### config.mk
export PLATFORM = sky130hd
export DESIGN_NAME = bless_ni
export DESIGN_NICKNAME = d
export VERILOG_FILES = /design/src/rtl/bless_ni_pkg.sv /design/src/rtl/bless_ni_reasm.sv /design/src/rtl/bless_ni.sv
export SDC_FILE = /design/constraint.sdc
export NUM_CORES = 1
export LEC_CHECK = 0
export ABC_AREA = 1
export ABC_CLOCK_PERIOD_IN_PS = 13300
export CAP_MARGIN = 25
export CORE_ASPECT_RATIO = 0.5
export CORE_UTILIZATION = 50
export DETAILED_ROUTE_END_ITERATION = 10
export GPL_ROUTABILITY_DRIVEN = 0
export PLACE_DENSITY = 0.71
export SKIP_CTS_REPAIR_TIMING = 1
export SLEW_MARGIN = 20
export SYNTH_ARGS = -nofsm -noshare
export SYNTH_HDL_FRONTEND = slang
export SYNTH_SLANG_ARGS = --single-unit
### constraint.sdc
create_clock -name clk -period 13.3 [get_ports clk]
set_input_delay 1.33 -clock clk [delete_from_list [all_inputs] [get_ports clk]]
set_output_delay 1.33 -clock clk [all_outputs]
set_load 0.005 [all_outputs]
### src/rtl/bless_ni_pkg.sv
// Shared field widths, flit layout and injection FSM encoding for the BLESS network interface.
package bless_ni_pkg;

  localparam int PKT_ID_W    = 8;
  localparam int FLIT_ID_W   = 2;
  localparam int TIME_W      = 8;
  localparam int COORD_W     = 2;
  localparam int PAYLOAD_W   = 32;
  localparam int NFLIT       = 4;
  localparam int REASM_SLOTS = 4;

  localparam int FLIT_W = PKT_ID_W + FLIT_ID_W + TIME_W + 2*COORD_W + PAYLOAD_W;

  // Bit positions, MSB to LSB: {PktId, FlitId, Time, Xdst, Ydst, payload}
  localparam int PAY_LSB  = 0;
  localparam int Y_LSB    = PAYLOAD_W;
  localparam int X_LSB    = Y_LSB + COORD_W;
  localparam int TIME_LSB = X_LSB + COORD_W;
  localparam int FID_LSB  = TIME_LSB + TIME_W;
  localparam int PID_LSB  = FID_LSB + FLIT_ID_W;

  typedef struct packed {
    logic [PKT_ID_W-1:0]  pkt_id;
    logic [FLIT_ID_W-1:0] flit_id;
    logic [TIME_W-1:0]    tstamp;
    logic [COORD_W-1:0]   x_dst;
    logic [COORD_W-1:0]   y_dst;
    logic [PAYLOAD_W-1:0] payload;
  } flit_t;

  typedef enum logic {
    ST_IDLE = 1'b0,
    ST_SEND = 1'b1
  } inj_state_t;

endpackage

### src/rtl/bless_ni_reasm.sv
// Reassembly slot table: matches flits to packets by PktId, allocates slots, presents completed packets.
// Slot timestamps are built only with BLESS_NI_LATENCY_EN.
module bless_ni_reasm #(
`ifdef BLESS_NI_LATENCY_EN
  parameter int TIME_W      = 8,
`endif
  parameter int PKT_ID_W    = 8,
  parameter int FLIT_ID_W   = 2,
  parameter int PAYLOAD_W   = 32,
  parameter int NFLIT       = 4,
  parameter int REASM_SLOTS = 4
) (
`ifdef BLESS_NI_LATENCY_EN
  input  logic [TIME_W-1:0]          i_time,
  output logic [TIME_W-1:0]          o_time,
`endif
  input  logic                       clk,
  input  logic                       rst,
  input  logic                       i_vld,
  input  logic [PKT_ID_W-1:0]        i_pid,
  input  logic [FLIT_ID_W-1:0]       i_fid,
  input  logic [PAYLOAD_W-1:0]       i_pay,
  input  logic                       i_out_ready,
  output logic                       o_out_valid,
  output logic [PKT_ID_W-1:0]        o_out_id,
  output logic [NFLIT*PAYLOAD_W-1:0] o_out_data,
  output logic                       o_drop
);

  localparam int SW = (REASM_SLOTS > 1) ? $clog2(REASM_SLOTS) : 1;

  logic [REASM_SLOTS-1:0]     r_busy;
  logic [PKT_ID_W-1:0]        r_id   [REASM_SLOTS];
  logic [NFLIT-1:0]           r_mask [REASM_SLOTS];
  logic [NFLIT*PAYLOAD_W-1:0] r_data [REASM_SLOTS];
  logic                       r_ov;
  logic [SW-1:0]              r_osel;
  logic [PKT_ID_W-1:0]        r_oid;
  logic [NFLIT*PAYLOAD_W-1:0] r_odata;

  logic          w_hit, w_free, w_cpl;
  logic [SW-1:0] w_hit_idx, w_free_idx, w_cpl_idx, w_wslot;
  logic          w_wr, w_write, w_hs;
  logic [NFLIT-1:0] w_onehot;

  // Descending scan so the lowest matching index is the one that sticks
  always_comb begin
    w_hit      = 1'b0;
    w_hit_idx  = '0;
    w_free     = 1'b0;
    w_free_idx = '0;
    w_cpl      = 1'b0;
    w_cpl_idx  = '0;
    for (int s = REASM_SLOTS-1; s >= 0; s--) begin
      if (r_busy[s] && (r_id[s] == i_pid)) begin
        w_hit     = 1'b1;
        w_hit_idx = SW'(s);
      end
      if (!r_busy[s]) begin
        w_free     = 1'b1;
        w_free_idx = SW'(s);
      end
      if (r_busy[s] && (&r_mask[s])) begin
        w_cpl     = 1'b1;
        w_cpl_idx = SW'(s);
      end
    end
  end

  assign w_wr     = i_vld && (int'(i_fid) < NFLIT);
  assign w_write  = w_wr && (w_hit || w_free);
  assign w_wslot  = w_hit ? w_hit_idx : w_free_idx;
  assign w_onehot = NFLIT'(1) << i_fid;
  assign w_hs     = r_ov && i_out_ready;
  assign o_drop   = w_wr && !w_hit && !w_free;

  // A slot freed on the handshake still reads busy this cycle, so it is not reallocated until the next one
  always_ff @(posedge clk or posedge rst) begin
    if (rst) begin
      r_busy  <= '0;
      r_ov    <= 1'b0;
      r_osel  <= '0;
      r_oid   <= '0;
      r_odata <= '0;
      for (int s = 0; s < REASM_SLOTS; s++) begin
        r_id[s]   <= '0;
        r_mask[s] <= '0;
      end
    end else begin
      if (w_write) begin
        r_busy[w_wslot] <= 1'b1;
        r_id[w_wslot]   <= i_pid;
        r_mask[w_wslot] <= (w_hit ? r_mask[w_wslot] : '0) | w_onehot;
      end
      if (w_hs) begin
        r_busy[r_osel] <= 1'b0;
        r_mask[r_osel] <= '0;
        r_ov           <= 1'b0;
      end else if (!r_ov && w_cpl) begin
        r_ov    <= 1'b1;
        r_osel  <= w_cpl_idx;
        r_oid   <= r_id[w_cpl_idx];
        r_odata <= r_data[w_cpl_idx];
      end
    end
  end

  always_ff @(posedge clk) begin
    if (w_write) begin
      r_data[w_wslot][int'(i_fid)*PAYLOAD_W +: PAYLOAD_W] <= i_pay;
    end
  end

`ifdef BLESS_NI_LATENCY_EN
  logic [TIME_W-1:0] r_time [REASM_SLOTS];
  logic [TIME_W-1:0] r_otime;

  always_ff @(posedge clk) begin
    if (w_write && !w_hit) begin
      r_time[w_wslot] <= i_time;
    end
  end

  always_ff @(posedge clk or posedge rst) begin
    if (rst) begin
      r_otime <= '0;
    end else if (!w_hs && !r_ov && w_cpl) begin
      r_otime <= r_time[w_cpl_idx];
    end
  end

  assign o_time = r_otime;
`endif

  assign o_out_valid = r_ov;
  assign o_out_id    = r_oid;
  assign o_out_data  = r_odata;

endmodule

### src/rtl/bless_ni.sv
// BLESS node network interface: packet-to-flit injection FSM and out-of-order flit reassembly.
// Optional end-to-end latency sampling under BLESS_NI_LATENCY_EN.
module bless_ni #(
  parameter int PKT_ID_W    = 8,
  parameter int FLIT_ID_W   = 2,
  parameter int TIME_W      = 8,
  parameter int COORD_W     = 2,
  parameter int PAYLOAD_W   = 32,
  parameter int NFLIT       = 4,
  parameter int REASM_SLOTS = 4,
  parameter int MY_X        = 0,
  parameter int MY_Y        = 0,
  localparam int FLIT_W     = PKT_ID_W + FLIT_ID_W + TIME_W + 2*COORD_W + PAYLOAD_W
) (
  input  logic                       clk,
  input  logic                       reset,
  input  logic                       pkt_in_valid,
  output logic                       pkt_in_ready,
  input  logic [COORD_W-1:0]         pkt_in_dst_x,
  input  logic [COORD_W-1:0]         pkt_in_dst_y,
  input  logic [NFLIT*PAYLOAD_W-1:0] pkt_in_data,
  input  logic                       inj_ok,
  output logic [FLIT_W-1:0]          flit_out,
  input  logic [FLIT_W-1:0]          flit_in,
  output logic                       pkt_out_valid,
  input  logic                       pkt_out_ready,
  output logic [PKT_ID_W-1:0]        pkt_out_id,
  output logic [NFLIT*PAYLOAD_W-1:0] pkt_out_data,
  output logic                       err_overflow,
  output logic                       err_misroute,
  output logic                       lat_valid,
  output logic [TIME_W-1:0]          lat_value
);
  import bless_ni_pkg::*;

  localparam int Y_POS  = PAYLOAD_W;
  localparam int X_POS  = Y_POS + COORD_W;
  localparam int T_POS  = X_POS + COORD_W;
  localparam int F_POS  = T_POS + TIME_W;
  localparam int P_POS  = F_POS + FLIT_ID_W;
  localparam logic [FLIT_ID_W-1:0] LAST_IDX = FLIT_ID_W'(NFLIT-1);
  localparam logic [PKT_ID_W-1:0]  ID_MAX   = '1;

  inj_state_t                 r_state;
  logic                       r_in_ready;
  logic [FLIT_ID_W-1:0]       r_idx;
  logic [TIME_W-1:0]          r_cycle;
  logic [PKT_ID_W-1:0]        r_next_id;
  logic [PKT_ID_W-1:0]        r_pid;
  logic [TIME_W-1:0]          r_time;
  logic [COORD_W-1:0]         r_dx, r_dy;
  logic [NFLIT*PAYLOAD_W-1:0] r_data;
  logic [FLIT_W-1:0]          r_flit_out;
  logic [FLIT_W-1:0]          r_flit_in;
  logic                       r_err_mis, r_err_ovf;

  logic                 w_accept;
  logic [PAYLOAD_W-1:0] w_pay;
  logic [FLIT_W-1:0]    w_flit;
  logic                 w_fvld, w_here, w_drop;

  assign w_accept = pkt_in_valid && r_in_ready && (r_state == ST_IDLE);
  assign w_pay    = r_data[int'(r_idx)*PAYLOAD_W +: PAYLOAD_W];
  assign w_flit   = {r_pid, r_idx, r_time, r_dx, r_dy, w_pay};

  always_ff @(posedge clk or posedge reset) begin
    if (reset) r_cycle <= '0;
    else       r_cycle <= r_cycle + 1'b1;
  end

  // Injection FSM; flit_out is zero on every cycle that does not carry a flit
  always_ff @(posedge clk or posedge reset) begin
    if (reset) begin
      r_state    <= ST_IDLE;
      r_in_ready <= 1'b0;
      r_idx      <= '0;
      r_next_id  <= PKT_ID_W'(1);
      r_flit_out <= '0;
    end else begin
      r_flit_out <= '0;
      case (r_state)
        ST_IDLE: begin
          r_in_ready <= 1'b1;
          if (w_accept) begin
            r_state    <= ST_SEND;
            r_in_ready <= 1'b0;
            r_idx      <= '0;
            r_next_id  <= (r_next_id == ID_MAX) ? PKT_ID_W'(1) : r_next_id + 1'b1;
          end
        end
        ST_SEND: begin
          if (inj_ok) begin
            r_flit_out <= w_flit;
            r_idx      <= r_idx + 1'b1;
            if (r_idx == LAST_IDX) begin
              r_state    <= ST_IDLE;
              r_in_ready <= 1'b1;
            end
          end
        end
        default: r_state <= ST_IDLE;
      endcase
    end
  end

  always_ff @(posedge clk) begin
    if (w_accept) begin
      r_pid  <= r_next_id;
      r_time <= r_cycle;
      r_dx   <= pkt_in_dst_x;
      r_dy   <= pkt_in_dst_y;
      r_data <= pkt_in_data;
    end
  end

  // Ejection: one register stage; a nonzero word is a flit
  always_ff @(posedge clk or posedge reset) begin
    if (reset) r_flit_in <= '0;
    else       r_flit_in <= flit_in;
  end

  assign w_fvld = |r_flit_in;
  assign w_here = (r_flit_in[X_POS +: COORD_W] == COORD_W'(MY_X)) &&
                  (r_flit_in[Y_POS +: COORD_W] == COORD_W'(MY_Y));

  always_ff @(posedge clk or posedge reset) begin
    if (reset) begin
      r_err_mis <= 1'b0;
      r_err_ovf <= 1'b0;
    end else begin
      if (w_fvld && !w_here) r_err_mis <= 1'b1;
      if (w_drop)            r_err_ovf <= 1'b1;
    end
  end

`ifdef BLESS_NI_LATENCY_EN
  logic [TIME_W-1:0] w_hs_time;
  logic              r_lat_valid;
  logic [TIME_W-1:0] r_lat_value;
`else
  logic w_unused_time;
  assign w_unused_time = ^r_flit_in[T_POS +: TIME_W];
`endif

  bless_ni_reasm #(
`ifdef BLESS_NI_LATENCY_EN
    .TIME_W      (TIME_W),
`endif
    .PKT_ID_W    (PKT_ID_W),
    .FLIT_ID_W   (FLIT_ID_W),
    .PAYLOAD_W   (PAYLOAD_W),
    .NFLIT       (NFLIT),
    .REASM_SLOTS (REASM_SLOTS)
  ) u_reasm (
`ifdef BLESS_NI_LATENCY_EN
    .i_time      (r_flit_in[T_POS +: TIME_W]),
    .o_time      (w_hs_time),
`endif
    .clk         (clk),
    .rst         (reset),
    .i_vld       (w_fvld && w_here),
    .i_pid       (r_flit_in[P_POS +: PKT_ID_W]),
    .i_fid       (r_flit_in[F_POS +: FLIT_ID_W]),
    .i_pay       (r_flit_in[PAYLOAD_W-1:0]),
    .i_out_ready (pkt_out_ready),
    .o_out_valid (pkt_out_valid),
    .o_out_id    (pkt_out_id),
    .o_out_data  (pkt_out_data),
    .o_drop      (w_drop)
  );

`ifdef BLESS_NI_LATENCY_EN
  // Latency is taken against the counter value at the handshake edge
  always_ff @(posedge clk or posedge reset) begin
    if (reset) begin
      r_lat_valid <= 1'b0;
      r_lat_value <= '0;
    end else begin
      r_lat_valid <= pkt_out_valid && pkt_out_ready;
      if (pkt_out_valid && pkt_out_ready) r_lat_value <= r_cycle - w_hs_time;
    end
  end

  assign lat_valid = r_lat_valid;
  assign lat_value = r_lat_value;
`else
  assign lat_valid = 1'b0;
  assign lat_value = '0;
`endif

  assign pkt_in_ready = r_in_ready;
  assign flit_out     = r_flit_out;
  assign err_overflow = r_err_ovf;
  assign err_misroute = r_err_mis;

endmodule
==> run metrics <==
pre-CTS WS=8.82 ns; Clock Path Buffers=3; CTS tree=yes; # clock sinks=981; Critical Path Fanout Max=162; remaining global-route overflow=0; CP max stage delay=0.93 ns; DP HPWL=57,100 um; Post-synth EDFFs=660; clock transition at the registers of the reported paths=0.07 ns; placed cell count=4,510; DRC=0; Synth Instances=3,235; Slowest-stage cell, CP=buf_4; Clock Skew=0.0398 ns; pin count of the biggest net entering global routing=175; total CTS buffers=86; min Tclk post-route=4.35 ns; maximum VDD drop=106 uV; Die Area=77,700 um^2; Seq/Total Area, Yosys=72.8%; PD cells=166 nW/um^2; setup ws final=8.95 ns; reg-to-reg startpoint=u_reasm.r_mask[0]; RSZ-0062 raised after global routing=no; worst r2r dst=u_reasm.o_out_data[16]; Initial Util=50.7%; hold path startpoint=err_overflow; vias=25,400; LEAKAGE=18.0 nW; CP Launch Type=register; Synth top area share=51.8%; DR iter-0 viols=2,430; Slew @ Worst Pin=1.05 ns; Fillers=5,828; # IOs=394; crit share post-route=32.7%; Core Box Area=75,400 um^2; GRT Util Overall=24.6%; Die H=198 um; DRT antenna net count=0; Post-synth ARST share=32.7%; Avg Cell Area, Syn=11.8 um^2; port bufs=384; share of cells above drive strength 1=8.36%; Min-Delay Path Class=reg2reg; synth cell count leaders=edfxtp_1 (660), nor2_1 (594), o21ai_0 (344); CP endpoint kind=register; Post-Syn Area=38,300 um^2; dominant cell by count in the synthesized netlist=edfxtp_1; total power=0.00760 W; first-pass GRT wire length=144,000 um; First-pass DRT Iterations=5; final cell count without fillers=4,672; r2r setup slk=8.95 ns; ys flop type=edfxtp_1; drt wl/cell=20.3 um; final wirelength=94,800 um; Clock Latency Late Sink=0.68 ns; Final setup violation count=0; Nets=3,779; Avg Vias per Cell=5.44; WHS Endpoint=err_overflow; area of the multi-input gates=8580 um^2; top post-synthesis cells by area=edfxtp_1 (52%), dfrtp_1 (21%), nor2_1 (5.8%), o21ai_0 (4.5%), nand2_1 (3.3%); fin. max-slew vios=0; Hold Path Cell Cnt=1; slew margin rel.=30.1%; Register Area=27,900 um^2; maximum clock rate=230 MHz; FP Rows=71; Reg2Reg Depth=11; Post-DP Area=43,000 um^2; Final Hold Fails=0; clock root buffer=clkbuf_16; MaxCap Viol Count=0; initial antenna violation count=4; P&R area growth vs syn=19.9%; crit-path cells=inv_1, nor4_4, inv_2, o21ai_1, nand2_8, inv_8, buf_4, o21ai_0, o22ai_1, inv_1, o21ai_1; Synth Warn #=0; Final Cell Area=45,900 um^2; H-tree levels=3; distinct cell type count after synthesis=46; Synth area leader=edfxtp_1; Critical Path RT=13.89 ns; vias in the first global route=24,900; outcome=complete, no violations; Arr. time, crit path=4.94 ns; Setup CP Type=reg2reg; Die X=393 um; final setup TNS=0 ns; Yosys reg bits=981
-- metrics by stage --
stage                     hold slack [ns]  utilization, %
after floorplan                     0.430               -
after global placement              0.449            57.0
after detailed placement            0.444            57.0
after CTS                           0.463            60.8
after global routing                0.491            60.9
final                               0.457            60.9
-- cells in the final DEF, fill, tap and decap left out, types with 17 or more instances in the layout --
cell type	n
nand3_1	44
clkinv_2	20
buf_4	38
a21oi_1	63
dfrtp_1	319
inv_1	266
nor2_1	577
nand2_1	331
nand2_2	21
clkdlybuf4s50_1	384
inv_2	17
clkbuf_16	91
nor2_2	21
o21ai_1	140
o21ai_2	28
edfxtp_1	660
o22ai_1	128
o21ai_0	344
-- cell families (layout without fill, tap and decap cells) --
group	Yosys count	after routing	synth area share, %
DFF	981	981	72.8
adders and majority gates	11	11	0.360
and+or+nand+nor	1042	1042	11.1
AOI/OAI and AO/OA	712	712	10.1
buffers and inverters	466	872	5.05
muxes	8	8	0.235
xor gates and xnor gates	14	14	0.320
other	1	10	0.00980
-- power breakdown --
group,internal [W],switching (W)
clock,0.00142,0.00114
combinational,0.000614,0.000622
sequential,0.00360,0.000212
-- layer usage --
layer	vias up	wire (um)	part of all wire [%]	global-route usage (%)
met1	12400	37800	40	32.7
li1	11700	-	-	-
met3	166	8450	8.9	6.11
met2	1093	45700	48	39.7
met5	-	33	0.035	0
met4	6	2850	3.0	8.06
-- registers in the layout (all words and copies together), names as in the netlist, 2 cells and up --
name and count:
r_dx 2, r_pid 8, r_cycle 8, u_reasm.r_id 32, u_reasm.o_out_id 8, r_next_id 8
u_reasm.r_osel 2, r_flit_in 54, u_reasm.r_data 512, flit_out 54, r_dy 2, r_idx 2
u_reasm.r_mask 16, u_reasm.r_busy 4, r_time 8, u_reasm.o_out_data 128, r_data 128
-- layout make-up --
type                    instances  share of cell area (%)
flip-flops and latches        981                    60.7
multi-input cells            1796                    18.7
repair buffers                424                    9.10
clock buffers                 112                    5.35
well taps                    1022                    2.79
inverters                     288                    2.41
clock inverters                48                   0.968
diodes                          1                 0.00545
-- worst max path at each step --
stage                 startpoint                       to  slack, ns
2_1_floorplan              reset             err_misroute       3.09
3_3_place_gp   u_reasm.r_mask[1]  u_reasm.o_out_data[105]       9.08
3_5_place_dp   u_reasm.r_mask[1]    u_reasm.o_out_data[4]       8.82
4_1_cts        u_reasm.r_mask[0]    u_reasm.o_out_data[4]       8.83
5_1_grt        u_reasm.r_mask[1]    u_reasm.o_out_data[2]       8.64
6_report       u_reasm.r_mask[0]   u_reasm.o_out_data[16]       8.95
-- worst max-delay path, delay by kind of cell, from the launching register on --
kind	cells	cell delay, ns
AND/OR/NAND/NOR	2	0.87
buffers and inverters	5	2.01
flip-flops	1	0.35
AO/OA/AOI/OAI	4	0.85
Note: power is estimated with default switching activity, not from simulation.
